File: src/rtl/pipe_decoder.sv
// pipe_decoder: single-entry registered RV32 decode stage with valid/ready handshake,
// flush, and a saturating count of accepted illegal instructions.
module pipe_decoder #(
   parameter int XLEN = 32,
   parameter bit EN_M = 1'b0
) (
   input  logic            i_clk,
   input  logic            i_rst,
   input  logic            i_valid,
   output logic            o_ready,
   input  logic [31:0]     i_instr,
   input  logic [XLEN-1:0] i_pc,
   input  logic            i_flush,
   output logic            o_valid,
   input  logic            i_ready,
   output logic [XLEN-1:0] o_pc,
   output logic [XLEN-1:0] o_imm,
   output logic [4:0]      o_rs1,
   output logic [4:0]      o_rs2,
   output logic [4:0]      o_rd,
   output logic [4:0]      o_alu_ctrl,
   output logic            o_branch,
   output logic            o_jal,
   output logic            o_jalr,
   output logic            o_selop1,
   output logic            o_selop2,
   output logic            o_wr_en,
   output logic            o_rf_wr,
   output logic [1:0]      o_resultsrc,
   output logic            o_illegal,
   output logic [15:0]     o_illegal_cnt
);
   // 4-bit ALU codes zero-extended; M ops occupy 5'h10..5'h17
   localparam logic [4:0] ALU_ADD  = 5'h00, ALU_SUB = 5'h01, ALU_SLL = 5'h02, ALU_SLT = 5'h03;
   localparam logic [4:0] ALU_SLTU = 5'h04, ALU_XOR = 5'h05, ALU_SRL = 5'h06, ALU_SRA = 5'h07;
   localparam logic [4:0] ALU_OR   = 5'h08, ALU_AND = 5'h09, ALU_BUF = 5'h0A, ALU_EQ  = 5'h0B;
   localparam logic [4:0] ALU_GE   = 5'h0C, ALU_GEU = 5'h0D, ALU_BAD = 5'h1F;
   localparam logic [6:0] OP_R = 7'b0110011, OP_I = 7'b0010011, OP_LD = 7'b0000011, OP_ST = 7'b0100011;
   localparam logic [6:0] OP_B = 7'b1100011, OP_JAL = 7'b1101111, OP_JALR = 7'b1100111;
   localparam logic [6:0] OP_LUI = 7'b0110111, OP_AUIPC = 7'b0010111;

   typedef struct packed {
      logic [XLEN-1:0] pc;
      logic [XLEN-1:0] imm;
      logic [4:0]      rs1;
      logic [4:0]      rs2;
      logic [4:0]      rd;
      logic [4:0]      alu;
      logic            branch;
      logic            jal;
      logic            jalr;
      logic            selop1;
      logic            selop2;
      logic            wr_en;
      logic            rf_wr;
      logic [1:0]      resultsrc;
      logic            illegal;
   } bundle_t;

   bundle_t     dec, bundle_d, bundle_q;
   logic        valid_d, valid_q, accept;
   logic [15:0] cnt_d, cnt_q;
   logic [31:0] imm32;
   logic        ill;
   logic [6:0]  op, f7;
   logic [2:0]  f3;

   function automatic logic [4:0] alu_f3(input logic [2:0] f, input logic alt);
      case (f)
         3'd0:    alu_f3 = alt ? ALU_SUB : ALU_ADD;
         3'd1:    alu_f3 = ALU_SLL;
         3'd2:    alu_f3 = ALU_SLT;
         3'd3:    alu_f3 = ALU_SLTU;
         3'd4:    alu_f3 = ALU_XOR;
         3'd5:    alu_f3 = alt ? ALU_SRA : ALU_SRL;
         3'd6:    alu_f3 = ALU_OR;
         default: alu_f3 = ALU_AND;
      endcase
   endfunction

   assign op = i_instr[6:0];
   assign f3 = i_instr[14:12];
   assign f7 = i_instr[31:25];

   always_comb begin
      dec = '0;
      dec.pc = i_pc;
      dec.rs1 = i_instr[19:15];
      dec.rs2 = i_instr[24:20];
      dec.rd = i_instr[11:7];
      dec.alu = ALU_ADD;
      imm32 = '0;
      ill = 1'b0;
      case (op)
         OP_R: begin
            dec.selop2 = 1'b1;
            if (f7 == 7'b0000000) dec.alu = alu_f3(f3, 1'b0);
            else if (f7 == 7'b0100000 && (f3 == 3'd0 || f3 == 3'd5)) dec.alu = alu_f3(f3, 1'b1);
            else if (EN_M && f7 == 7'b0000001) dec.alu = {2'b10, f3};
            else ill = 1'b1;
         end
         OP_I: begin
            imm32 = {{20{i_instr[31]}}, i_instr[31:20]};
            dec.alu = alu_f3(f3, f3 == 3'd5 && i_instr[30]);
            ill = (f3 == 3'd1 && f7 != 7'b0000000) ||
                  (f3 == 3'd5 && f7 != 7'b0000000 && f7 != 7'b0100000);
         end
         OP_LD: begin
            imm32 = {{20{i_instr[31]}}, i_instr[31:20]};
            dec.resultsrc = 2'b01;
            ill = f3 == 3'd3 || f3 == 3'd6 || f3 == 3'd7;
         end
         OP_ST: begin
            imm32 = {{20{i_instr[31]}}, i_instr[31:25], i_instr[11:7]};
            dec.wr_en = 1'b1;
            ill = f3 > 3'd2;
         end
         OP_B: begin
            imm32 = {{19{i_instr[31]}}, i_instr[31], i_instr[7], i_instr[30:25], i_instr[11:8], 1'b0};
            dec.branch = 1'b1;
            dec.selop2 = 1'b1;
            dec.alu = !f3[2] ? ALU_EQ : f3[1] ? ALU_GEU : ALU_GE;
            ill = f3[2:1] == 2'b01;
         end
         OP_JAL: begin
            imm32 = {{11{i_instr[31]}}, i_instr[31], i_instr[19:12], i_instr[20], i_instr[30:21], 1'b0};
            dec.jal = 1'b1;
            dec.resultsrc = 2'b10;
            dec.alu = ALU_BUF;
         end
         OP_JALR: begin
            imm32 = {{20{i_instr[31]}}, i_instr[31:20]};
            dec.jalr = 1'b1;
            dec.selop1 = 1'b1;
            dec.resultsrc = 2'b10;
            ill = f3 != 3'd0;
         end
         OP_LUI: begin
            imm32 = {i_instr[31:12], 12'h000};
            dec.alu = ALU_BUF;
         end
         OP_AUIPC: begin
            imm32 = {i_instr[31:12], 12'h000};
            dec.selop1 = 1'b1;
         end
         default: ill = 1'b1;
      endcase
      dec.imm = XLEN'($signed(imm32));
      dec.rf_wr = op != OP_B && op != OP_ST && dec.rd != 5'd0;
      // An illegal word keeps only its register indices and PC; every control goes inert
      if (ill) begin
         dec.imm = '0;
         dec.alu = ALU_BAD;
         {dec.branch, dec.jal, dec.jalr, dec.selop1, dec.selop2, dec.wr_en, dec.rf_wr} = '0;
         dec.resultsrc = 2'b00;
         dec.illegal = 1'b1;
      end
   end

   assign o_ready = !valid_q || i_ready;
   assign accept = i_valid && o_ready && !i_flush;

   always_comb begin
      bundle_d = accept ? dec : bundle_q;
      valid_d = i_flush ? 1'b0 : accept ? 1'b1 : i_ready ? 1'b0 : valid_q;
      cnt_d = (accept && dec.illegal && cnt_q != 16'hFFFF) ? cnt_q + 16'd1 : cnt_q;
   end

   always_ff @(posedge i_clk or posedge i_rst) begin
      if (i_rst) begin
         bundle_q <= '0;
         valid_q <= 1'b0;
         cnt_q <= '0;
      end else begin
         bundle_q <= bundle_d;
         valid_q <= valid_d;
         cnt_q <= cnt_d;
      end
   end

   assign o_valid = valid_q;
   assign o_pc = bundle_q.pc;
   assign o_imm = bundle_q.imm;
   assign o_rs1 = bundle_q.rs1;
   assign o_rs2 = bundle_q.rs2;
   assign o_rd = bundle_q.rd;
   assign o_alu_ctrl = bundle_q.alu;
   assign o_branch = bundle_q.branch;
   assign o_jal = bundle_q.jal;
   assign o_jalr = bundle_q.jalr;
   assign o_selop1 = bundle_q.selop1;
   assign o_selop2 = bundle_q.selop2;
   assign o_wr_en = bundle_q.wr_en;
   assign o_rf_wr = bundle_q.rf_wr;
   assign o_resultsrc = bundle_q.resultsrc;
   assign o_illegal = bundle_q.illegal;
   assign o_illegal_cnt = cnt_q;
endmodule

File: config.mk
export PLATFORM = sky130hd
export DESIGN_NAME = pipe_decoder
export DESIGN_NICKNAME = d
export VERILOG_FILES = /design/src/rtl/pipe_decoder.sv
export SDC_FILE = /design/constraint.sdc
export NUM_CORES = 1
export LEC_CHECK = 0
export CAP_MARGIN = 20
export CORE_MARGIN = 2
export CORE_UTILIZATION = 66
export CTS_BUF_LIST = sky130_fd_sc_hd__clkbuf_8
export DETAILED_ROUTE_END_ITERATION = 10
export DONT_BUFFER_PORTS = 1
export PLACE_DENSITY = 0.91
export SKIP_LAST_GASP = 1
export SLEW_MARGIN = 10
export SYNTH_ARGS = -nofsm -noshare
export SYNTH_HDL_FRONTEND = slang
export SYNTH_SLANG_ARGS = --single-unit
export TNS_END_PERCENT = 1
File: constraint.sdc
create_clock -name i_clk -period 3.8 [get_ports i_clk]
set_clock_uncertainty 0.15 [all_clocks]
set_input_delay 0.19 -clock i_clk [delete_from_list [all_inputs] [get_ports i_clk]]
set_output_delay 0.19 -clock i_clk [all_outputs]
set_load 0.005 [all_outputs]
==> impl_summary.log <==
[metrics] outcome: complete, no violations
[metrics] Max H-tree Level: 3
[metrics] area share of the largest cell type after synthesis: 52.7%
[metrics] pin count of the biggest net entering global routing: 125
[metrics] register bit count reported by yosys: 110
[metrics] footprint of the flip-flops and latches: 2750 um^2
[metrics] Detailed Place HPWL: 8.83 mm
[metrics] critical path peak fanout: 39
[metrics] CTS Buf Count: 9
[metrics] largest cells by area after synthesis: dfrtp_1, nand2_1, o31ai_2
[metrics] floorplan die height: 92.9 um
[metrics] utilization after layout: 79.7%
[metrics] multi-input combinational cell area: 2260 um^2
[metrics] total congestion overflow: 0
[metrics] synthesized netlist cell count: 561
[metrics] Seq/Total Area, Yosys: 52.7%
[metrics] DRC viols: 0
[metrics] post-CTS sizing: 0
[metrics] crit path DAT: 2520 ps
[metrics] total routing usage reported by global routing: 33.5%
[metrics] share of async-settable or async-resettable flops after synthesis: 100%
[metrics] area grow syn2layout: 17.4%
[metrics] EDFF count, synth: 0
[metrics] dominant cell type by area after synthesis: dfrtp_1
[metrics] total wire length: 14.7 mm
[metrics] total I/O pin count: 181
[metrics] final-report max-slew violation count: 0
[metrics] most instantiated flip-flop cell in the synthesis netlist: dfrtp_1
[metrics] measured slew at the worst slew-check pin: 958 ps
[metrics] Critical Path, Cell by Cell: dlygate4sd3_1 > inv_1 > nand2_1 > a2111oi_2 > or3_4 > nor3_1 > a31o_2
[metrics] routed length per instance: 20.5 um
[metrics] number of standard cells in the final layout excluding fillers: 714
[metrics] CP max-delay cell: dlygate4sd3_1
[metrics] class of the most critical hold timing path: in2reg
[metrics] worst vdd rail ir drop: 306 uV
[metrics] synthesized netlist net count: 631
[metrics] Final min period: 2410 ps
[metrics] tightest slew margin relative to the limit: 35.6%
[metrics] placement row count: 32
[metrics] layout cells sized above 1: 9.00%
[metrics] number of DRC markers after the initial detailed-route iteration: 295
[metrics] unrepaired setup endpoints after global routing: no
[metrics] maximum achievable frequency: 0.415 GHz
[metrics] via count of the first global-routing pass: 4,355
[metrics] Max Cap Violations: 0
[metrics] Horiz. Die Dim: 92.9 um
[metrics] cell area after synthesis: 5220 um^2
[metrics] final hold violations: 0
[metrics] Synth Area per Inst: 9.31 um^2
[metrics] fill cell total of the finished layout: 448
[metrics] buffer depth of the longest clock path: 2
[metrics] count of cell types in the netlist: 57
[metrics] first-pass GRT wire length: 22.3 mm
[metrics] source-to-sink clock delay at the later pin of the worst-skew pair: 350 ps
[metrics] Worst setup EP type: flop
[metrics] Worst Setup Start Kind: input pin
[metrics] power per cell area: 403 nW/um^2
[metrics] global placer's final weighted congestion: 0.879
[metrics] clock tree from TritonCTS: yes
[metrics] leakage power: 0.00277 uW
[metrics] clock-pin slew reported for the worst setup and hold paths after clock tree synthesis: 100 ps
[metrics] nets: 676
[metrics] Starting Density: 67.9%
[metrics] Core ar.: 7690 um^2
[metrics] number of nets with antenna violations after routing: 0
[metrics] count of yosys warnings during synthesis: 0
[metrics] start-to-end type of the worst setup path: in2reg
[metrics] Port Buf Inserts: 0
[metrics] data required time of the worst path: 3910 ps
[metrics] die footprint: 8640 um^2
[metrics] post-route clock period utilization: 63.5%
[metrics] detailed-route vias per instance: 6.22
[metrics] total of endpoints with negative setup slack in the final report: 0
[metrics] Setup TNS Final: 0 ps
[metrics] critical path's largest stage delay: 610 ps
[metrics] cell at the root of the clock tree: clkbuf_8
[metrics] hold slack: 24.3 ps
[metrics] via count: 4,438
[metrics] CTS sink cnt: 110
[metrics] Inst Count DP: 628
[metrics] initial antenna violation count: 1
[metrics] number of detailed-routing iterations run before antenna repair: 5
metrics by stage:
stage	cell area, um^2	setup WS [ps]	total power (uW)
2_1_floorplan	5220	558	1610
3_3_place_gp	5210	1370	1660
3_5_place_dp	5210	1270	1680
4_1_cts	6100	1410	2460
5_1_grt	6130	1210	2580
6_report	6130	1390	2470
area by class of cell:
cell class              instances  share of cell area (%)
flip-flops and latches        110                    44.9
multi-input cells             404                    36.8
repair buffers                 73                    12.2
clock buffers                  10                    2.25
well taps                     102                    2.08
clock inverters                 6                    1.12
inverters                       8                   0.531
diodes                          1                  0.0408
repair_timing:
action | in CTS | in global routing
endpoints found under the hold margin | 172 | 0
setup buffers | 0 | 0
hold buffers | 68 | 0
sequential cells by signal (all words and copies together), names as in the netlist, 2 cells and up:
register / count
o_alu_ctrl: 5
o_illegal_cnt: 16
o_imm: 32
o_pc: 32
o_rd: 5
o_resultsrc: 2
o_rs1: 5
o_rs2: 5
cell usage after synthesis, drive strengths merged, types with 2 or more instances:
library cell	count
a211oi	2
a21o	2
a21oi	29
a22o	3
a22oi	4
a31oi	4
and2	4
and3	4
buf	13
clkbuf	26
dfrtp	110
inv	8
nand2	201
nand2b	9
nand3	5
nand4	9
nor2	24
nor2b	5
nor3	5
nor4	9
nor4b	2
o21ai	17
o31ai	28
o41ai	2
or4	2
xnor2	5
xor2	11
power by group:
part	switching, uW	leakage, uW	total, uW	internal (uW)
clock network	405	0.000108	733	328
logic	197	0.00125	336	139
registers	120	0.00142	1400	1280
total	722	0.00277	2470	1750
metal layers:
layer / share of wire [%] / track usage (%) / vias up
met5: 0 / 0 / -
met4: 3.7 / 14.1 / 0
met3: 10 / 11.6 / 44
met2: 50 / 54.8 / 254
met1: 37 / 40.6 / 2163
li1: - / - / 1977
critical path: cells and delay by family:
kind / cells / cell delay [ps]
simple gates: 3 / 820
buf+inv: 2 / 760
compound gates: 2 / 730
cell families after synthesis:
logic type | Yosys count | share of synthesized area, %
AOI/OAI and AO/OA | 99 | 15.0
xor gates and xnor gates | 16 | 2.68
adders and majority gates | 1 | 0.240
buffers and inverters | 47 | 4.29
DFF | 110 | 52.7
muxes | 1 | 0.216
and+or+nand+nor | 287 | 24.8
placed cells by master, fill, tap and decap left out, types with 5 or more instances in the layout:
cell type | netlist | layout
o31ai_2 | 16 | 16
nor2b_1 | 5 | 5
a21oi_1 | 29 | 29
o31ai_1 | 9 | 9
nor2_1 | 24 | 24
xor2_1 | 11 | 11
inv_1 | 8 | 7
nor4_1 | 8 | 7
nand3_1 | 5 | 5
nand4_1 | 9 | 9
nand2_1 | 201 | 201
nand2b_1 | 9 | 9
o21ai_0 | 16 | 16
dlygate4sd3_1 | 0 | 68
dfrtp_1 | 110 | 110
clkbuf_8 | 0 | 10
xnor2_1 | 5 | 5
final timing paths:
check	slack, ps	cells past startpoint	endpoint	from
max	1390	7	o_imm[31]$_DFFE_PP0P_	i_instr[14]
min	20	3	o_imm[0]$_DFFE_PP0P_	i_instr[5]
max reg2reg	1410	6	o_illegal_cnt[1]$_DFFE_PP0P_	o_illegal_cnt[8]$_DFFE_PP0P_
min reg2reg	370	2	o_rs2[3]$_DFFE_PP0P_	o_rs2[3]$_DFFE_PP0P_
max in group asynchronous	2460	4	o_illegal_cnt[2]$_DFFE_PP0P_	i_rst
min in group asynchronous	50	2	o_pc[10]$_DFFE_PP0P_	i_rst
Power figures use the tool's default switching activity.
